File: config.mk
export PLATFORM = sky130hd
export DESIGN_NAME = instr_encoder_loader
export DESIGN_NICKNAME = d
export VERILOG_FILES = /design/src/rtl/instr_encoder_loader.sv
export SDC_FILE = /design/constraint.sdc
export NUM_CORES = 1
export LEC_CHECK = 0
export CORE_MARGIN = 4
export CORE_UTILIZATION = 40
export DETAILED_ROUTE_END_ITERATION = 7
export SLEW_MARGIN = 10
export SYNTH_ARGS = -nofsm -noshare
export SYNTH_HDL_FRONTEND = slang
export SYNTH_SLANG_ARGS = --single-unit
File: constraint.sdc
create_clock -name clk -period 2.9 [get_ports clk]
set_clock_uncertainty 0.1 [all_clocks]
set_input_delay 0.58 -clock clk [delete_from_list [all_inputs] [get_ports clk]]
set_output_delay 0.58 -clock clk [all_outputs]
set_load 0.1 [all_outputs]
File: src/rtl/instr_encoder_loader.sv
// Purpose: encode ALU-class requests into 32-bit instruction words and stream them into instruction memory.
// Latency: an accepted request reaches mem_we/mem_wdata one cycle later when the buffer is empty.
// Backpressure: in_ready drops when the buffer is full or memory capacity is reached; mem_ready stalls the drain.

// Purpose: generic synchronous FIFO with first-word-fall-through head.
// Latency: a pushed word is visible on head_dat the cycle after the push.
// Backpressure: pushes are dropped when full, pops are ignored when empty.
module fifo #(
    parameter int WIDTH = 32,
    parameter int DEPTH = 4
) (
    input  logic                     clk,
    input  logic                     reset,
    input  logic                     push_vld,
    input  logic [WIDTH-1:0]         push_dat,
    input  logic                     pop_vld,
    output logic [WIDTH-1:0]         head_dat,
    output logic                     empty,
    output logic                     full,
    output logic [$clog2(DEPTH):0]   count
);
    localparam int AW = $clog2(DEPTH);

    logic [WIDTH-1:0] mem [DEPTH];
    logic [AW-1:0]    wr_ptr;
    logic [AW-1:0]    rd_ptr;
    logic             push_ok;
    logic             pop_ok;

    assign empty    = (count == '0);
    assign full     = (count == (AW+1)'(DEPTH));
    assign push_ok  = push_vld && !full;
    assign pop_ok   = pop_vld && !empty;
    assign head_dat = mem[rd_ptr];

    // Pointer and occupancy update; push and pop in one cycle leave count unchanged.
    always_ff @(posedge clk or negedge reset) begin
        if (!reset) begin
            wr_ptr <= '0;
            rd_ptr <= '0;
            count  <= '0;
        end else begin
            if (push_ok) wr_ptr <= wr_ptr + 1'b1;
            if (pop_ok)  rd_ptr <= rd_ptr + 1'b1;
            if (push_ok && !pop_ok)      count <= count + 1'b1;
            else if (pop_ok && !push_ok) count <= count - 1'b1;
        end
    end

    // Storage; cleared on reset so nothing stale survives a mid-session reset.
    always_ff @(posedge clk or negedge reset) begin
        if (!reset) begin
            for (int i = 0; i < DEPTH; i++) mem[i] <= '0;
        end else if (push_ok) begin
            mem[wr_ptr] <= push_dat;
        end
    end
endmodule

module instr_encoder_loader #(
    parameter int          FIFO_DEPTH = 4,
    parameter int          MEM_WORDS  = 64,
    parameter logic [31:0] BASE_ADDR  = 32'h0000_0000
) (
    input  logic        clk,
    input  logic        reset,
    input  logic        load_start,
    input  logic        load_end,
    input  logic        in_valid,
    output logic        in_ready,
    input  logic [2:0]  in_aluop,
    input  logic [4:0]  in_rd,
    input  logic [4:0]  in_rs1,
    input  logic [4:0]  in_rs2,
    input  logic [11:0] in_imm,
    input  logic [3:0]  in_funct,
    output logic        mem_we,
    output logic [31:0] mem_addr,
    output logic [31:0] mem_wdata,
    input  logic        mem_ready,
    output logic        busy,
    output logic        done,
    output logic        overflow,
    output logic [6:0]  word_count
);
    localparam int CW = $clog2(FIFO_DEPTH) + 1;

    typedef enum logic [1:0] {IDLE, LOAD, DRAIN, DONE} state_t;

    typedef struct packed {
        logic [11:0] imm;
        logic [4:0]  rs1;
        logic [2:0]  funct3;
        logic [4:0]  rd;
        logic [6:0]  opcode;
    } itype_t;

    typedef struct packed {
        logic [6:0]  funct7;
        logic [4:0]  rs2;
        logic [4:0]  rs1;
        logic [2:0]  funct3;
        logic [4:0]  rd;
        logic [6:0]  opcode;
    } rtype_t;

    state_t        state;
    state_t        state_nxt;
    logic          start_sess;
    logic          accept_vld;
    logic          pop_vld;
    logic          at_cap;
    logic [31:0]   total_words;
    logic [31:0]   enc_dat;
    logic [31:0]   head_dat;
    logic          fifo_empty;
    logic          fifo_full;
    logic [CW-1:0] fifo_count;
    itype_t        iword;
    rtype_t        rword;

    // Instruction encoding from the opcode map; funct3 is zero for every I-type class.
    always_comb begin
        iword        = '0;
        rword        = '0;
        iword.imm    = in_imm;
        iword.rs1    = in_rs1;
        iword.rd     = in_rd;
        rword.funct7 = {1'b0, in_funct[3], 5'b0};
        rword.rs2    = in_rs2;
        rword.rs1    = in_rs1;
        rword.funct3 = in_funct[2:0];
        rword.rd     = in_rd;
        rword.opcode = 7'b0110011;
        case (in_aluop)
            3'b000:  iword.opcode = 7'b0000111;
            3'b001:  iword.opcode = 7'b0001011;
            3'b010:  iword.opcode = 7'b0001111;
            3'b011:  iword.opcode = 7'b0011011;
            3'b100:  iword.opcode = 7'b0011111;
            3'b101:  iword.opcode = 7'b0100111;
            3'b110:  iword.opcode = 7'b0101011;
            default: iword.opcode = 7'b0110011;
        endcase
        enc_dat = (in_aluop == 3'b111) ? rword : iword;
    end

    // Words already written plus words still buffered bound what may be accepted.
    assign total_words = 32'(word_count) + 32'(fifo_count);
    assign at_cap      = (total_words >= 32'(MEM_WORDS));
    assign accept_vld  = in_valid && in_ready;

    assign mem_we    = !fifo_empty;
    assign mem_wdata = fifo_empty ? 32'h0 : head_dat;
    assign pop_vld   = mem_we && mem_ready;
    assign busy      = (state == LOAD) || (state == DRAIN);
    assign done      = (state == DONE);

    fifo #(.WIDTH(32), .DEPTH(FIFO_DEPTH)) u_fifo (
        .clk      (clk),
        .reset    (reset),
        .push_vld (accept_vld),
        .push_dat (enc_dat),
        .pop_vld  (pop_vld),
        .head_dat (head_dat),
        .empty    (fifo_empty),
        .full     (fifo_full),
        .count    (fifo_count)
    );

    // Session state register.
    always_ff @(posedge clk or negedge reset) begin
        if (!reset) state <= IDLE;
        else        state <= state_nxt;
    end

    // Next-state and request-side handshake; load_start is only honoured outside a session.
    always_comb begin
        state_nxt  = state;
        in_ready   = 1'b0;
        start_sess = 1'b0;
        case (state)
            IDLE, DONE: begin
                if (load_start) begin
                    state_nxt  = LOAD;
                    start_sess = 1'b1;
                end
            end
            LOAD: begin
                in_ready = !fifo_full && !at_cap;
                if (load_end) state_nxt = DRAIN;
            end
            DRAIN: begin
                if (fifo_empty) state_nxt = DONE;
            end
            default: state_nxt = IDLE;
        endcase
    end

    // Write pointer, word counter and sticky overflow; the address parks on the last slot.
    always_ff @(posedge clk or negedge reset) begin
        if (!reset) begin
            word_count <= '0;
            mem_addr   <= BASE_ADDR;
            overflow   <= 1'b0;
        end else if (start_sess) begin
            word_count <= '0;
            mem_addr   <= BASE_ADDR;
            overflow   <= 1'b0;
        end else begin
            if (pop_vld) begin
                word_count <= word_count + 7'd1;
                if (32'(word_count) < 32'(MEM_WORDS - 1)) mem_addr <= mem_addr + 32'd4;
            end
            if ((state == LOAD) && in_valid && at_cap) overflow <= 1'b1;
        end
    end
endmodule
==> impl_metrics.ini, run 1 <==
[synthesis]
netlist.area_leader.share = 0.516
synth.largest_area_cell = dfrtp_1
syn_inst = 610
synth_enable_flop_cells = 0
yosysWarnings = 0
async_flop_share = 1.00
synth.distinct_cells = 42
synthesis.area_um2 = 8090
synth_ff_type = dfrtp_1
syn_area_per_cell_um2 = 13.3
ys_seq_area_frac = 0.516
yosysMostFrequentCell = dfrtp_1
ys_seq_elements = 167
ys_top_cells_by_count = 167 x dfrtp_1, 123 x mux2_2, 41 x and2_1
synthTopCellsByArea = dfrtp_1 52%, mux2_2 17%, mux4_2 8.3%, xor2_1 3.4%, and2_1 3.2%

[grt]
gr-total-overflow = 0
grt_pass1_wl_um = 30700
track_usage = 0.174
grt_pass1_vias = 5805
antenna_found_initial = 0
grt_max_degree = 67

[setup_path]
crit_path_max_fanout = 3
crit_chain = ha_4 -> fa_2 -> a21o_1 -> a21o_4 -> a21oi_4 -> buf_12
cp.required_ns = 2.22
crit_type = register to primary output
cpMaxStageDelayCell = dfrtp_4
worstRegToRegCells = 11
critPathMaxStageDelay_ns = 0.49
crit_arrival_ns = 2.16
cp-end-kind = primary output
start_kind = register

[clock_tree]
cts_made_buffers = 17
path_clk_slew_ns = 0.07
cts_tree = yes
h-tree-depth = 4
cts.sinks = 167
hold_buffers = 0
clock_path_buffers = 2
cts_root_buffer = clkbuf_16
clock_latency_ns = 0.42

[routing]
wire_per_inst_um = 18.4
remaining_drc_errors = 0
postRouteAntennaNets = 0
totalWireLength_um = 18600
drt_iter0_drc = 218
vias = 5287
routed_via_density = 5.22
drtPass1Iterations = 4

[run_status]
status = completed

[final_layout]
layout-area-overhead-vs-synth_pct = 30.8
fin_cells = 1012
drive_gt1_frac = 0.418
finish.net_count = 790
n_antenna_cell = 0

[place]
pre_cts_slack_ns = 0.0229
hpwl_um = 12600
numPortBuffers = 112
dp.cells = 975
gp_congestion = 0.800

[die]
ios = 116
placementRows = 51
die_w_um = 150
core-area_um2 = 19700
start_util = 0.412
dieArea_um2 = 22600
die_y_um = 150

[timing]
slew_violations = 0
fmax_ghz = 0.353
fin_tns_setup_ns = 0
fin_crit_ns = 2.84
rsz0062_at_grt = yes
final_hold_viol_count = 0
tightest_slew_ns = 0.631
setup_viol = 0
slew_headroom = 0.579
min_period_over_period = 0.978
setup_ws_ns = 0.0646

[run]
cap_violations = 0

[hold_path]
min_path_type = primary input to asynchronous set/reset pin
-- registers in the layout (all words and copies together), names as in the netlist --
name           cells
u_fifo.count       3
word_count         7
u_fifo.wr_ptr      2
mem_addr          30
overflow           1
u_fifo.mem       120
u_fifo.rd_ptr      2
state              2
-- final cells by class --
cell class                      count  area [µm²]
Clock buffer                       20         457
Clock inverter                     11         173
Fill cell                        1692        9070
Inverter                           12        47.5
Multi-Input combinational cell    396        3760
Sequential cell                   167        4190
Tap cell                          265         332
Timing Repair Buffer              141        1620
-- cells in the final DEF (no fill, tap or decap), drive strengths merged, types with 11 or more instances in the layout --
| cell type | n |
|---|---|
| and2 | 41 |
| clkdlybuf4s50 | 38 |
| buf | 103 |
| dfrtp | 167 |
| nand2 | 18 |
| mux2 | 123 |
| mux4 | 30 |
| nor2 | 40 |
| ha | 13 |
| clkbuf | 20 |
| inv | 13 |
| nand4 | 11 |
| xor2 | 31 |
-- worst max-delay path: cells and delay by family (launching register included) --
kind	cells	cell delay, ns
compound gates	3	0.54
flops	1	0.49
fa+ha+maj	2	0.50
buf+inv	1	0.19
-- worst paths after layout --
check	startpoint	end	slack, ns
hold reg to reg	u_fifo.mem[1]	u_fifo.mem[1]	0.37
min in group clk	u_fifo.mem[1]	u_fifo.mem[1]	0.37
max in group asynchronous	reset	u_fifo.count[1]	1.88
setup reg to reg	word_count[0]	u_fifo.count[2]	0.14
hold / removal	reset	u_fifo.mem[72]	0.03
setup / recovery	word_count[0]	in_ready	0.06
-- what timing repair did --
item | 4_1_cts | 5_1_grt
endpoints found under the setup margin | 5 | 5
pin swaps | 1 | 6
hold endpoints to repair | 0 | 0
setup buffers | 5 | 1
resized for setup | 2 | 3
-- kinds of logic after synthesis --
family,count (synthesis),share of synthesized area
buffers and inverters,49,0.0278
and+or+nand+nor,147,0.0971
adders and majority gates,15,0.0250
muxes,155,0.257
DFF,167,0.516
AOI/OAI and AO/OA,38,0.0349
other,1,0.000463
xor gates and xnor gates,38,0.0411
-- metrics by stage --
stage	area, µm²	hold slack (ns)	util
floorplan	8150	0.184	-
detailed placement	9890	0.356	0.503
global placement	9890	0.344	0.503
CTS	10600	0.0549	0.537
finish	10600	0.0336	0.538
global route	10600	0.0663	0.538
-- routing by layer --
metal,global-route usage,wire length (µm)
met1,0.226,8160
met2,0.290,9340
met3,0.0476,940
met4,0.0425,162
met5,0,0
Power of run 1 is not shown: default switching activity piles up to over one toggle a cycle in this logic, so the estimate is an artifact.
==> run 2, diff against run 1 <==
--- a/config.mk
+++ b/config.mk
@@ -6,7 +6,8 @@
 export NUM_CORES = 1
 export LEC_CHECK = 0
-export CORE_MARGIN = 4
+export CORE_MARGIN = 3
 export CORE_UTILIZATION = 40
 export DETAILED_ROUTE_END_ITERATION = 7
+export PLACE_DENSITY = 0.75
 export SLEW_MARGIN = 10
 export SYNTH_ARGS = -nofsm -noshare
--- a/constraint.sdc
+++ b/constraint.sdc
@@ -3,3 +3,3 @@
 set_input_delay 0.58 -clock clk [delete_from_list [all_inputs] [get_ports clk]]
 set_output_delay 0.58 -clock clk [all_outputs]
-set_load 0.1 [all_outputs]
+set_load 0.02 [all_outputs]
==> run 2 against run 1 <==
Cell count rose by 0.20%. Flip-flop and latch count unchanged. Global-route usage fell by 0.19 points. Utilization shrank 1.4 points. Non-clock buffer count fell by 1. Worst setup slack better by 0.038 ns. Count of clock-buffer cells in the layout shrank 3. First-iteration DRC count shrank 0.46%. Sequential share of layout area grew 0.99 points. Cell area shrank 2.6%. Highest routed layer unchanged. Critical endpoint is now mem_wdata[11]. Routed wire length down 2.0%.
==> impl_metrics.ini, run 2 (synthesis results as in run 1) <==
[final_layout]
final_util = 0.524
layout_common_cells = 164 x dfrtp_1, 123 x mux2_2, 79 x clkdlybuf4s50_1
largest_reg_flops = 120
layout-area-overhead-vs-synth_pct = 27.3
fin_cells = 1014
regMostFlops = u_fifo.mem
reg_top3 = u_fifo.mem (120), mem_addr (30), word_count (7)
layout_commonest_cell = dfrtp_1
n_antenna_cell = 0
drive_gt1_frac = 0.308
n_fill_cell = 1714
finish.net_count = 791
postLayoutCellArea_um2 = 10300

[clock_tree]
cts.sinks = 167
clock_latency_ns = 0.42
cts_made_buffers = 17
cts_tree = yes
h-tree-depth = 4
clock_path_buffers = 2
path_clk_slew_ns = 0.07
cts_root_buffer = clkbuf_16

[setup_path]
cpMostUsedCell = buf_4
endpoint = mem_wdata[11]
crit_arrival_ns = 2.12
path_delay_family = buffers and inverters
cp-end-kind = primary output
cpMaxStageDelayCell = or3_4
r2r_end = u_fifo.count[2]
crit_chain = buf_4 -> or3_4 -> buf_4 -> and2_1 -> dlygate4sd2_1
crit_path_max_fanout = 8
cp.required_ns = 2.22
critPathMaxStageDelay_ns = 0.48
reg2reg_from = u_fifo.count[1]
worstRegToRegCells = 10
timing.critical_path.from = u_fifo.count[0]
r2r_setup_slack_ns = 0.15
crit_type = register to primary output
start_kind = register
crit_cells = 5
cp.buffers_inverters = 3

[timing]
tightest_slew_ns = 0.621
setup_ws_ns = 0.103
min_period_over_period = 0.965
setup_viol = 0
fin_crit_ns = 2.80
fmax_ghz = 0.357
final_hold_viol_count = 0
slew_headroom = 0.583
slew_violations = 0

[routing]
routed_via_density = 5.20
vias = 5270
totalWireLength_um = 18200
postRouteAntennaNets = 0
drt_iter0_drc = 217
wire_per_inst_um = 18.0
drtPass1Iterations = 4
remaining_drc_errors = 0

[pwr]
intPower_mw = 6.93
total_leakage_power_nw = 4.61
seq_power_share = 0.355
netSwitchingFraction = 0.340
powerDensity_nw_per_um2 = 1020
power.share.clock = 0.222
power.switching_mw = 3.58
combPwrFrac = 0.423
ir_drop_mv = 0.440

[die]
dieArea_um2 = 22000
start_util = 0.412
core-area_um2 = 19700
die_w_um = 148
placementRows = 51
ios = 116
die_y_um = 148

[grt]
grt_pass1_vias = 5561
gr-total-overflow = 0
track_usage = 0.172
grt_pass1_wl_um = 29600
grt_max_degree = 58
antenna_found_initial = 0

[run]
cap_violations = 0

[place]
place_area_um2 = 9660
pre_cts_slack_ns = 0.0661
hpwl_um = 11300
numPortBuffers = 112
dp.cells = 976
gp_congestion = 0.780

[run_status]
status = completed

[hold_path]
min_path_type = register to register
-- run 2: cell count changes in the layout (fill, tap and decap cells not counted), sizes merged --
| cell | delta |
|---|---|
| clkdlybuf4s50 | +41 |
| or3 | +2 |
| clkbuf | -3 |
| dlygate4sd3 | +1 |
| bufinv | -1 |
| inv | +4 |
| clkinv | +4 |
| buf | -74 |
| dlygate4sd2 | +31 |
| clkinvlp | -3 |
-- run 2: metal layers --
metal | vias up | GRT usage | share of wire
met2 | 136 | 0.278 | 0.48
met5 | - | 0 | 0
met3 | 18 | 0.0515 | 0.054
met4 | 0 | 0.0360 | 0.0080
met1 | 2686 | 0.232 | 0.46
li1 | 2430 | - | -
-- run 2: metrics by stage --
step | setup TNS (ns) | hold slack, ns | power (mW)
CTS | 0 | 0.370 | 10.6
global route | -0.0172 | 0.394 | 11.2
detailed placement | 0 | 0.352 | 8.45
floorplan | 0 | 0.184 | 6.71
finish | 0 | 0.369 | 10.5
global placement | 0 | 0.344 | 8.33
-- run 2: power groups by stage --
stage / logic [mW] / registers [mW] / clock network [mW]
floorplan: 3.07 / 3.63 / 0
global placement: 4.64 / 3.69 / 0
detailed placement: 4.72 / 3.74 / 0
CTS: 4.51 / 3.73 / 2.41
global route: 4.84 / 3.82 / 2.51
finish: 4.45 / 3.73 / 2.34
-- run 2: layout make-up --
class                           count  area, µm²  area share
Clock inverter                     15        191      0.0186
Timing Repair Buffer              140       1370       0.133
Clock buffer                       17        425      0.0413
Tap cell                          265        332      0.0322
Sequential cell                   167       4180       0.406
Multi-Input combinational cell    398       3750       0.364
Inverter                           12       47.5     0.00461
-- run 2: repair_timing --
item                                    in CTS  in global routing
gates resized for setup                     40                  1
cloned                                       2                  0
pin swaps                                    2                  1
buffers inserted                             1                  2
hold endpoints to repair                    29                  0
endpoints found under the setup margin      32                  2
hold buffers                                 1                  0
-- run 2: how the worst min path moves through the flow --
| stage | from | endpoint | cells after the start |
|---|---|---|---|
| after floorplan | reset | mem_addr[10] | 0 |
| after global placement | u_fifo.mem[97] | u_fifo.mem[97] | 1 |
| after detailed placement | u_fifo.mem[65] | u_fifo.mem[65] | 1 |
| after CTS | u_fifo.mem[65] | u_fifo.mem[65] | 1 |
| after global routing | u_fifo.mem[65] | u_fifo.mem[65] | 1 |
| final | u_fifo.mem[33] | u_fifo.mem[33] | 1 |
Power figures use the tool's default switching activity.
==> run 3, diff against run 2 <==
- CORE_MARGIN: 3 -> 1.5
- SKIP_LAST_GASP: unset -> 1
==> run 3 against run 2 <==
Utilization is 0.27 points higher. The run now ends with setup timing left. Sequential power about the same. Count of clock-buffer cells in the layout did not move. Maximum frequency is 5.0% lower. Cell count rose by 0.49%. Clock power about the same. Via count fell by 0.25%. Total power increased by 1.8%. Cell area is 0.51% higher. Largest cell class unchanged.
==> impl_metrics.ini, run 3 (synthesis results as in run 1) <==
[final_layout]
reg_top3 = u_fifo.mem (120), mem_addr (30), word_count (7)
n_fill_cell = 1720
finish.net_count = 796
postLayoutCellArea_um2 = 10400
layout-area-overhead-vs-synth_pct = 28.0
largest_reg_flops = 120
final_util = 0.527
regMostFlops = u_fifo.mem
drive_gt1_frac = 0.313
multi_input_comb_area_um2 = 3730
area.sequential_um2 = 4180
n_antenna_cell = 0
layout_common_cells = 164 x dfrtp_1, 123 x mux2_2, 89 x clkdlybuf4s50_1
layout_commonest_cell = dfrtp_1
fin_cells = 1019

[clock_tree]
cts_made_buffers = 17
h-tree-depth = 4
hold_buffers = 0
cts.sinks = 167
cts_tree = yes
clock_latency_ns = 0.43
clock_path_buffers = 2
cts_root_buffer = clkbuf_16
path_clk_slew_ns = 0.07

[grt]
gr-total-overflow = 0
track_usage = 0.173
grt_pass1_vias = 5515
antenna_found_initial = 1
grt_max_degree = 68
grt_pass1_wl_um = 28800

[die]
ios = 116
core-area_um2 = 19700
die_w_um = 145
dieArea_um2 = 21100
placementRows = 51
die_y_um = 145
start_util = 0.412

[run_status]
violations = setup timing
status = finished with violations

[routing]
totalWireLength_um = 17900
vias = 5257
remaining_drc_errors = 0
postRouteAntennaNets = 0
routed_via_density = 5.16
drt_iter0_drc = 219
drtPass1Iterations = 6
wire_per_inst_um = 17.5

[pwr]
total_leakage_power_nw = 4.65
ir_drop_mv = 0.502
powerDensity_nw_per_um2 = 1030

[place]
gp_congestion = 0.795
place_area_um2 = 9700
hpwl_um = 11500
dp.cells = 981
pre_cts_slack_ns = 0.125
numPortBuffers = 112

[setup_path]
start_kind = register
r2r_setup_slack_ns = 0.14
cp.required_ns = 2.22
r2r_end = u_fifo.count[2]
crit_arrival_ns = 2.27
worstRegToRegCells = 10
crit_path_max_fanout = 17
crit_type = register to primary output
reg2reg_from = u_fifo.count[1]
cp-end-kind = primary output

[timing]
fin_crit_ns = 2.95
tightest_slew_ns = 0.653
setup_ws_ns = -0.0462
min_period_over_period = 1.02
slew_headroom = 0.565
setup_viol = 10
fmax_ghz = 0.339
slew_violations = 0
rsz0062_at_grt = yes
final_hold_viol_count = 0

[run]
cap_violations = 0

[hold_path]
min_path_type = primary input to asynchronous set/reset pin
[run 3: metrics by stage]
stage | hold slack [ns] | power [mW] | setup TNS (ns)
5_1_grt | 0.0853 | 11.3 | -1.40
3_3_place_gp | 0.345 | 8.38 | 0
2_1_floorplan | 0.184 | 6.71 | 0
4_1_cts | 0.0766 | 10.8 | -1.86
6_report | 0.0497 | 10.7 | -0.170
3_5_place_dp | 0.349 | 8.51 | 0
[run 3: what timing repair did]
| item | CTS | global route |
|---|---|---|
| pin swaps | 0 | 4 |
| cloned | 0 | 1 |
| buffers inserted | 1 | 4 |
| gates resized for setup | 16 | 12 |
| setup endpoints to repair | 32 | 20 |
[run 3: where the power goes]
part / total (mW) / switching (mW) / leakage [nW] / internal (mW)
sequential: 3.72 / 0.503 / 2.13 / 3.22
combinational: 4.63 / 2.12 / 2.23 / 2.51
clock: 2.35 / 0.979 / 0.290 / 1.37
total: 10.7 / 3.60 / 4.65 / 7.10
[run 3: final cells by class]
| class | instances | share of cell area |
|---|---|---|
| well taps | 265 | 0.0320 |
| inverters | 12 | 0.00459 |
| clock inverters | 15 | 0.0187 |
| clock buffers | 17 | 0.0411 |
| repair buffers | 146 | 0.139 |
| multi-input cells | 397 | 0.361 |
| flip-flops and latches | 167 | 0.404 |
[run 3: worst max-delay path by stage]
stage | slack (ns) | from | endpoint
final | -0.05 | u_fifo.count[0] | mem_wdata[1]
after global routing | -0.14 | u_fifo.count[0] | mem_wdata[1]
after CTS | -0.14 | u_fifo.count[0] | mem_wdata[0]
after detailed placement | 0.13 | word_count[0] | in_ready
after global placement | 0.14 | word_count[0] | in_ready
after floorplan | 0.04 | word_count[0] | u_fifo.count[2]
[run 3: worst max-delay path, stage by stage (launching register included)]
cell and delay [ns]:
dfrtp_1 0.41, buf_4 0.18, or3_4 0.51, and2_1 0.20
clkdlybuf4s50_1 0.54
[run 3: per-layer routing]
layer  wire, µm  GRT usage
met1       8080      0.224
met2       8620      0.281
met3        977     0.0516
met4        193     0.0469
met5          0          0
